<file path="src/rtl/sort_engine_pkg.sv">
// Shared types and helpers for the sort engine blocks.
// Holds the leaf loader state encoding and the lane index width rule.
package sort_engine_pkg;

  typedef enum logic [1:0] {LOAD, DRAIN, FLUSH} loader_state_t;

  localparam int DWIDTH_DEF = 8;

  // A single lane still needs a one-bit index so port widths never collapse to zero.
  function automatic int lane_idx_w(input int lanes);
    return (lanes > 1) ? $clog2(lanes) : 1;
  endfunction

endpackage

</file>
<file path="src/rtl/sort_engine_leaf_loader.sv">
// Scatters a serial word stream into the leaf lanes of the merge tree, one batch at a time.
// A new batch is only accepted once the lanes are popped and the tree has fully drained.
module sort_engine_leaf_loader
  import sort_engine_pkg::*;
#(
  parameter int DWIDTH   = DWIDTH_DEF,
  parameter int LEAF_CNT = 16,
  parameter int IDX_W    = lane_idx_w(LEAF_CNT)
) (
  input  logic                               clk_i,
  input  logic                               rst_n_i,
  input  logic [DWIDTH-1:0]                  data_i,
  input  logic                               data_val_i,
  input  logic                               data_last_i,
  output logic                               data_ready_o,
  output logic [LEAF_CNT-1:0][DWIDTH-1:0]    leaf_data_o,
  output logic [LEAF_CNT-1:0]                leaf_val_o,
  input  logic [LEAF_CNT-1:0]                leaf_ready_i,
  input  logic                               tree_busy_i,
  output logic                               busy_o
);

  loader_state_t       state;
  loader_state_t       state_nxt;
  logic [IDX_W-1:0]    wr_idx;
  logic [LEAF_CNT-1:0] lane_full;
  logic [DWIDTH-1:0]   lane_q    [LEAF_CNT];
  logic                full_q    [LEAF_CNT];
  logic                accept;
  logic                batch_end;

  // Ready depends on state alone, so lane pops never reach the input handshake combinationally.
  assign data_ready_o = (state == LOAD);
  assign busy_o       = (state != LOAD);
  assign accept       = data_val_i & data_ready_o;
  assign batch_end    = accept & ((wr_idx == IDX_W'(LEAF_CNT - 1)) | data_last_i);
  assign leaf_val_o   = (state == DRAIN) ? lane_full : '0;

  always_comb begin
    state_nxt = state;
    case (state)
      LOAD:    if (batch_end) state_nxt = DRAIN;
      DRAIN:   if (lane_full == '0) state_nxt = FLUSH;
      FLUSH:   if (!tree_busy_i) state_nxt = LOAD;
      default: state_nxt = LOAD;
    endcase
  end

  always_ff @(posedge clk_i or negedge rst_n_i) begin
    if (!rst_n_i) begin
      state  <= LOAD;
      wr_idx <= '0;
    end else begin
      state <= state_nxt;
      if (batch_end) begin
        wr_idx <= '0;
      end else if (accept) begin
        wr_idx <= wr_idx + 1'b1;
      end
    end
  end

  // Each lane holds its word until popped; unloaded lanes of a short batch stay invalid.
  for (genvar k = 0; k < LEAF_CNT; k++) begin : g_lane
    always_ff @(posedge clk_i or negedge rst_n_i) begin
      if (!rst_n_i) begin
        lane_q[k] <= '0;
        full_q[k] <= 1'b0;
      end else if (accept && (wr_idx == IDX_W'(k))) begin
        lane_q[k] <= data_i;
        full_q[k] <= 1'b1;
      end else if ((state == DRAIN) && leaf_ready_i[k]) begin
        full_q[k] <= 1'b0;
      end
    end

    assign lane_full[k]   = full_q[k];
    assign leaf_data_o[k] = lane_q[k];
  end

endmodule
</file>
<file path="config.mk">
export PLATFORM = sky130hd
export DESIGN_NAME = sort_engine_leaf_loader
export DESIGN_NICKNAME = d
export VERILOG_FILES = /design/src/rtl/sort_engine_pkg.sv /design/src/rtl/sort_engine_leaf_loader.sv
export SDC_FILE = /design/constraint.sdc
export NUM_CORES = 1
export LEC_CHECK = 0
export ABC_AREA = 1
export CAP_MARGIN = 30
export CORE_ASPECT_RATIO = 0.6
export CORE_MARGIN = 2
export CORE_UTILIZATION = 52
export DETAILED_ROUTE_END_ITERATION = 8
export GPL_TIMING_DRIVEN = 0
export PLACE_DENSITY_LB_ADDON = 0.3
export SYNTH_ARGS = -nofsm -noshare
export SYNTH_HDL_FRONTEND = slang
export SYNTH_SLANG_ARGS = --single-unit
</file>
<file path="constraint.sdc">
create_clock -name clk_i -period 3.4 [get_ports clk_i]
set_clock_uncertainty 0.15 [all_clocks]
set_input_delay 0.51 -clock clk_i [delete_from_list [all_inputs] [get_ports clk_i]]
set_output_delay 0.51 -clock clk_i [all_outputs]
set_load 0.005 [all_outputs]
</file>
Yosys cells after proc, flatten, opt, wreduce, memory -nomap -nowiden

Index checks and enable logic that the tools add are counted.

Memories kept: 0
Latch bits: 0
Register bits: 150
Logic and storage cells: 151
Input bits: 29
Bits in read-only memories: 0
RAM bits: 0

Bitwise logic cells: 3
Reductions and logical operators: 54
Muxes and demuxes: 39
$lt $le $gt $ge: 0
Divide/modulo/power cells: 0
Add/sub/neg operators: 1
Shifts and indexed selects: 0
$mul: 0
Equal/unequal tests: 20

Operator list:

| cell                                                   | count |
|---|---|
| nonzero test 2 bit                                     | 18 |
| == test 4 bit (second input constant)                  | 8 |
| logical AND 1 bit                                      | 32 |
| two-way mux 1 bit                                      | 32 |
| == test 4 x 3 -> 1 bit (second input constant)         | 4 |
| zero test 16 bit                                       | 1 |
| two-way mux 16 bit                                     | 1 |
| == test 4 x 2 -> 1 bit (second input constant)         | 2 |
| two-way mux 4 bit                                      | 2 |
| two-way mux 2 bit                                      | 3 |
| one-hot mux 2 bit (3 select lines)                     | 1 |
| adder 4 x 1 -> 4 bit (second input constant)           | 1 |
| == test 4 x 1 -> 1 bit (second input constant)         | 1 |
| zero test 4 bit                                        | 1 |
| inequality test 2 bit (second input constant)          | 2 |
| AND reduction 3 bit                                    | 1 |
| bitwise AND 1 bit                                      | 2 |
| == test 2 x 1 -> 1 bit (second input constant)         | 1 |
| == test 2 bit (second input constant)                  | 1 |
| zero test 2 bit                                        | 1 |
| inequality test 2 x 1 -> 1 bit (second input constant) | 1 |
| OR 1 bit                                               | 1 |

Longest topological paths before layout

Gate-level depths: netlist of the first run.

Depth in word-level cells: 5
Mapped depth: 8
Depth with buffers taken out: 7

Least setup slack after synthesis of the first run

OpenSTA, ideal clock, no wires.

Path kind: reg-to-reg
Start point: register wr_idx[0]
End point: register lane_q, in the netlist leaf_data_o[16]
Stages on the path, launching flop included: 8
Path buffers: 1
Arrival time: 1.266 ns
Clock period less this slack: 1.543 ns
Required time: 3.123 ns
Path slack: 1.857 ns
Path through: dfrtp_1 -> inv_1 -> ha_1 -> inv_1 -> nor2_1 -> nand2_2 -> buf_6 -> o21ai_0

Cells in the longest elaborated chain, start to end: 2

RTL lines:

| item                            | line                          | source |
|---|---|---|
| from (decl)                     | sort_engine_leaf_loader.sv:25 | `logic [IDX_W-1:0] wr_idx;` |
| from (signal assigned)          | sort_engine_leaf_loader.sv:58 | `wr_idx <= wr_idx + 1'b1;` |
| == test 4 x 2 -> 1 bit          | sort_engine_leaf_loader.sv:69 | `end else if (accept && (wr_idx == IDX_W'(k))) begin` |
| logical AND 1 bit               | sort_engine_leaf_loader.sv:69 |  |
| to (signal, indexed assignment) | sort_engine_leaf_loader.sv:70 | `lane_q[k] <= data_i;` |
| to (decl)                       | sort_engine_leaf_loader.sv:27 | `logic [DWIDTH-1:0] lane_q [LEAF_CNT];` |

Every way passes these cells.
A chain may end at the register's enable or synchronous reset.

Worst setup path after layout of the first run

Start point: register state[1]
End point: output leaf_val_o[8]

Cells in the longest elaborated chain, start to end: 2

RTL lines:

| item                   | line                          | source |
|---|---|---|
| from (decl)            | sort_engine_leaf_loader.sv:23 | `loader_state_t state;` |
| from (signal assigned) | sort_engine_leaf_loader.sv:54 | `state <= state_nxt;` |
| == test 2 x 1 -> 1 bit | sort_engine_leaf_loader.sv:37 | `assign leaf_val_o = (state == DRAIN) ? lane_full : '0;` |
| two-way mux 16 bit     | sort_engine_leaf_loader.sv:37 |  |
| to (decl)              | sort_engine_leaf_loader.sv:17 | `output logic [LEAF_CNT-1:0] leaf_val_o,` |

Every way passes these cells.

==> results.json, run 1 <==
{
  "vias_per_cell": 5.28,
  "die_area_mm2": 0.0129,
  "mostFrequentLayoutCells": "378 x nand2_1, 173 x clkdlybuf4s50_1, 150 x dfrtp_1",
  "p_per_area_mw_per_mm2": 718,
  "vias": 5695,
  "fmax_ghz": 0.383,
  "setup_violations": 0,
  "cellLeakagePower_nw": 4.49,
  "clkTransAtPathRegs_ns": 0.06,
  "final_max_slew_viol_count": 0,
  "port_buffers": 174,
  "hold-worst-slack_ns": 0.328,
  "rsz0062_at_grt": "false",
  "place_area_mm2": 0.00821,
  "htreeDepth": 4,
  "min_to": "leaf_data_o[40]",
  "worst_setup_path_end_kind": "primary output",
  "cts_buffers": 17,
  "totalWireLength_um": 19000,
  "grt_pass1_wl_um": 29600,
  "reg2reg_to": "leaf_data_o[90]",
  "vdd_drop_max_uv": 445,
  "diodes": 0,
  "antenna_found_initial": 0,
  "synth.area.top_cells": "dfrtp_1 60%, nand2_1 23%, inv_1 2.3%, nor2_1 1.8%, nor3_4 1.6%",
  "fin_setup_tns_ns": 0,
  "syn_nets": 744,
  "layout_commonest_cell": "nand2_1",
  "clock_path_buffers": 2,
  "cts-root-buf": "clkbuf_16",
  "clock_latency_ns": 0.42,
  "hold_viol": 0,
  "maxCapViolCount": 0,
  "start_util_pct": 54.3,
  "path_max_fanout": 10,
  "yosysSeqAreaShare_pct": 60.2,
  "fin_util_pct": 76.7,
  "hold_class": "reg2reg",
  "synth_cell_types": 27,
  "grt_max_degree": 87,
  "nNetsFinal": 939,
  "die_x_um": 145,
  "io_pins": 175,
  "syn_to_final_growth_pct": 41.3,
  "die_y_um": 88.8,
  "drive_gt1_share_pct": 8.71,
  "netlist_area_mm2": 0.00623,
  "crit_type": "reg2out",
  "status": "finished clean",
  "worstHoldStart": "leaf_data_o[40]",
  "synth_top_area_share_pct": 60.2,
  "drt_pass1_iterations": 6,
  "coreArea_mm2": 0.0115,
  "synth_area_leader_cell": "dfrtp_1",
  "grt_pass1_vias": 5692,
  "fin_crit_sh_pct": 76.8,
  "holdPathStages": 2,
  "ys_seq_elements": 150,
  "ys.warnings.count": 0,
  "rrSetupSlack_ns": 1.48,
  "min_period_ns": 2.61,
  "worst_ep_required_time_ns": 2.74,
  "remaining_drc_errors": 0,
  "fp-row-count": 30,
  "slew_headroom_pct": 47.4,
  "final_cell_area_mm2": 0.00881,
  "start_kind": "flip-flop",
  "worst_pin_slew_ns": 0.789,
  "dpl.hpwl_um": 13500,
  "fillerInstances": 786,
  "syn_inst": 711,
  "timing.rr.start": "wr_idx[1]",
  "gp_congestion": 0.889,
  "avgSynthCellArea_um2": 8.77,
  "drtIter0Drc": 392,
  "grt_util_all_layers_pct": 30.1,
  "cts.sinks": 150,
  "ant_nets": 0,
  "cp_data_arrival_time_ns": 1.95,
  "drt-wirelength-per-cell_um": 17.6,
  "cts_tree": "done",
  "worstRegToRegCells": 7,
  "gr-total-overflow": 0
}
worst max-delay path, stage by stage (launching register included):
cell and delay [ns]:
dfrtp_1 0.39, inv_2 0.10, nand2_2 0.12, buf_1 0.23, nor2_1 0.15, clkdlybuf4s50_1 0.54
per-stage QoR:
stage | worst slack (ns) | power [mW] | cells
after floorplan | 1.86 | 3.28 | 711
after global placement | -3.91 | 4.35 | 1045
after detailed placement | 1.09 | 4.44 | 1046
after CTS | 0.789 | 6.34 | 1079
after global routing | 0.639 | 6.64 | 1079
final | 0.790 | 6.32 | 1079
layer usage:
layer  up-vias  global-route usage (%)  part of all wire [%]  wire length, um
met5         -                       0                     0                0
met4         0                    10.3                   1.8              337
met3        36                    7.01                    11             2060
met2       335                    47.2                    45             8450
met1      2762                    42.3                    43             8130
li1       2562                       -                     -                -
worst max path at each step:
stage               start                to  cells past startpoint  slack [ns]
6_report         state[1]     leaf_val_o[8]                      5        0.79
5_1_grt          state[1]     leaf_val_o[7]                      5        0.64
4_1_cts          state[1]     leaf_val_o[8]                      5        0.79
3_5_place_dp   data_val_i   leaf_data_o[95]                      7        1.09
3_3_place_gp      rst_n_i  leaf_data_o[100]                      1       -3.91
2_1_floorplan   wr_idx[0]   leaf_data_o[16]                      7        1.86
cell usage after synthesis:
cell / n
o21ai_2: 1
inv_2: 4
nor3_2: 5
inv_1: 39
buf_8: 1
nand4_1: 2
clkbuf_1: 8
buf_2: 2
clkinv_1: 1
o21ai_0: 19
nand2_1: 378
nor2_1: 30
nand2_2: 15
nor2_4: 2
nand3_1: 15
xor2_1: 1
nand3_4: 1
dfrtp_1: 150
o21ai_1: 15
nand2_4: 1
buf_6: 6
nor3_4: 6
buf_1: 1
nor2_8: 1
buf_4: 1
ha_1: 4
nor2_2: 2
logic make-up after synthesis:
family                   after synthesis  share of synthesized area, %
adder cells (fa/ha/maj)                4                         0.803
AO/OA/AOI/OAI                         35                          2.87
AND/OR/NAND/NOR                      458                          31.2
XOR/XNOR                               1                         0.141
flip-flops                           150                          60.2
buffers and inverters                 63                          4.80
flip-flops by register name (all words and copies together) (netlist names):
signal,count
full_q,16
state,2
leaf_data_o,128
wr_idx,4
power breakdown:
part	switching, mW	internal [mW]
Sequential	0.292	2.21
Clock	0.737	1.14
Combinational	0.940	1.00
layout make-up:
type	count	area, um2	area share (%)
sequential	150	3750	42.6
multi-input combinational	498	2180	24.8
timing repair buffer	176	1780	20.2
clock buffer	22	474	5.38
tap	160	200	2.27
inverter	44	165	1.87
buffer	19	134	1.52
clock inverter	10	121	1.38
repair_timing:
item                      in CTS  in global routing
setup buffers                  0                  0
hold buffers                   1                  0
hold endpoints to repair      64                  0
resized for setup              0                  0
Power figures use the tool's default switching activity.
==> inputs of run 2 (changes only) <==
--- a/config.mk
+++ b/config.mk
@@ -9,7 +9,7 @@
 export CAP_MARGIN = 30
 export CORE_ASPECT_RATIO = 0.6
 export CORE_MARGIN = 2
-export CORE_UTILIZATION = 52
+export CORE_UTILIZATION = 43
 export DETAILED_ROUTE_END_ITERATION = 8
 export GPL_TIMING_DRIVEN = 0
 export PLACE_DENSITY_LB_ADDON = 0.3
==> constraint.sdc (replaced) <==
create_clock -name clk_i -period 2.4 [get_ports clk_i]
set_clock_uncertainty 0.15 [all_clocks]
set_input_delay 0.36 -clock clk_i [delete_from_list [all_inputs] [get_ports clk_i]]
set_output_delay 0.36 -clock clk_i [all_outputs]
set_load 0.005 [all_outputs]
==> results.json, run 2 (synthesized netlist as in run 1, its figures left out) <==
{
  "vdd_drop_max_uv": 536,
  "drtIter0Drc": 413,
  "drive_gt1_share_pct": 8.71,
  "antenna_found_initial": 0,
  "worst_setup_path_end_kind": "primary output",
  "layout_commonest_cell": "nand2_1",
  "power_mw": 9.09,
  "nNetsFinal": 938,
  "cts-root-buf": "clkbuf_16",
  "clock_path_buffers": 2,
  "path_max_fanout": 17,
  "grt_util_all_layers_pct": 24.7,
  "diodes": 0,
  "cp_data_arrival_time_ns": 1.80,
  "hold-worst-slack_ns": 0.325,
  "dp.cells": 1084,
  "drt-wirelength-per-cell_um": 16.5,
  "die_x_um": 159,
  "worst_pin_slew_ns": 0.757,
  "maxCapViolCount": 0,
  "hold_viol": 0,
  "grt_pass1_wl_um": 29300,
  "grt_max_degree": 80,
  "final_max_slew_viol_count": 0,
  "place_area_mm2": 0.00825,
  "setup_violations": 0,
  "start_util_pct": 43.5,
  "die_area_mm2": 0.0155,
  "totalWireLength_um": 18400,
  "cellLeakagePower_nw": 4.51,
  "setup_slack_ns": 0.0923,
  "ant_nets": 0,
  "fin_crit_sh_pct": 96.2,
  "coreArea_mm2": 0.0143,
  "crit_type": "reg2out",
  "min_period_ns": 2.31,
  "cts_buffers": 17,
  "rsz0062_at_grt": "false",
  "grt_pass1_vias": 5209,
  "hold_class": "reg2reg",
  "fmax_ghz": 0.433,
  "htreeDepth": 4,
  "largest_reg_flops": 128,
  "io_pins": 175,
  "layoutNonFillerInstCount": 1116,
  "cts.sinks": 150,
  "port_buffers": 174,
  "die_y_um": 97.3,
  "cts_resized": 0,
  "fp-row-count": 34,
  "vias_per_cell": 4.81,
  "vias": 5371,
  "gr-total-overflow": 0,
  "cts_tree": "done",
  "mostFrequentLayoutCells": "378 x nand2_1, 173 x clkdlybuf4s50_1, 150 x dfrtp_1",
  "dpl.hpwl_um": 13100,
  "remaining_drc_errors": 0,
  "slew_headroom_pct": 49.5,
  "fin_util_pct": 62.0,
  "start_kind": "flip-flop",
  "clock_latency_ns": 0.42,
  "gp_congestion": 0.814,
  "clkTransAtPathRegs_ns": 0.06,
  "fin_setup_tns_ns": 0,
  "syn_to_final_growth_pct": 42.5,
  "status": "finished clean",
  "place_ws_ns": 0.216,
  "p_per_area_mw_per_mm2": 1020,
  "drt_pass1_iterations": 5,
  "final_cell_area_mm2": 0.00889,
  "worst_ep_required_time_ns": 1.89
}
run 2: cell count changes in the layout (fill, tap and decap cells not counted), sizes merged:
cell	previous run	this run
clkinvlp	4	2
clkbuf	30	27
bufinv	2	4
buf	13	12
inv	44	47
run 2: timing repair:
action                     CTS  global route
hold endpoints to repair    71             0
buffers inserted             0             0
setup endpoints to repair    0            10
hold buffers                 1             0
run 2: worst paths after layout:
| path | slack, ns | endpoint | depth (start not counted) | from |
|---|---|---|---|---|
| setup reg to reg | 0.55 | leaf_data_o[73] | 6 | wr_idx[1] |
| hold reg to reg | 0.32 | leaf_data_o[31] | 2 | leaf_data_o[31] |
| hold / removal | 0.32 | leaf_data_o[31] | 2 | leaf_data_o[31] |
| max in group asynchronous | 0.91 | leaf_data_o[57] | 3 | rst_n_i |
| setup / recovery | 0.09 | leaf_val_o[4] | 4 | state[1] |
| min in group asynchronous | 0.36 | full_q[0] | 2 | rst_n_i |
run 2: final cells by class:
class / count / area, um2
Timing Repair Buffer: 176 / 1780
Tap cell: 198 / 248
Buffer: 18 / 130
Clock buffer: 19 / 433
Fill cell: 1273 / 5450
Multi-Input combinational cell: 498 / 2180
Sequential cell: 150 / 3750
Clock inverter: 13 / 195
Inverter: 44 / 165
run 2: power by group:
part | leakage (nW) | total (mW) | switching (mW) | internal, mW
logic | 2.19 | 2.70 | 1.28 | 1.42
registers | 2.03 | 3.52 | 0.392 | 3.13
clock network | 0.300 | 2.87 | 1.11 | 1.76
run 2: layer usage:
layer	vias up	wire, um	global-route usage (%)
li1	2563	-	-
met1	2583	9570	40.3
met2	214	6980	31.9
met3	11	1740	7.68
met4	0	106	4.20
met5	-	0	0
run 2: critical path, stage by stage (launching register included):
cell and delay, ns:
dfrtp_1 0.38, inv_2 0.09, nand2_2 0.18, nor2_1 0.19, clkdlybuf4s50_1 0.52
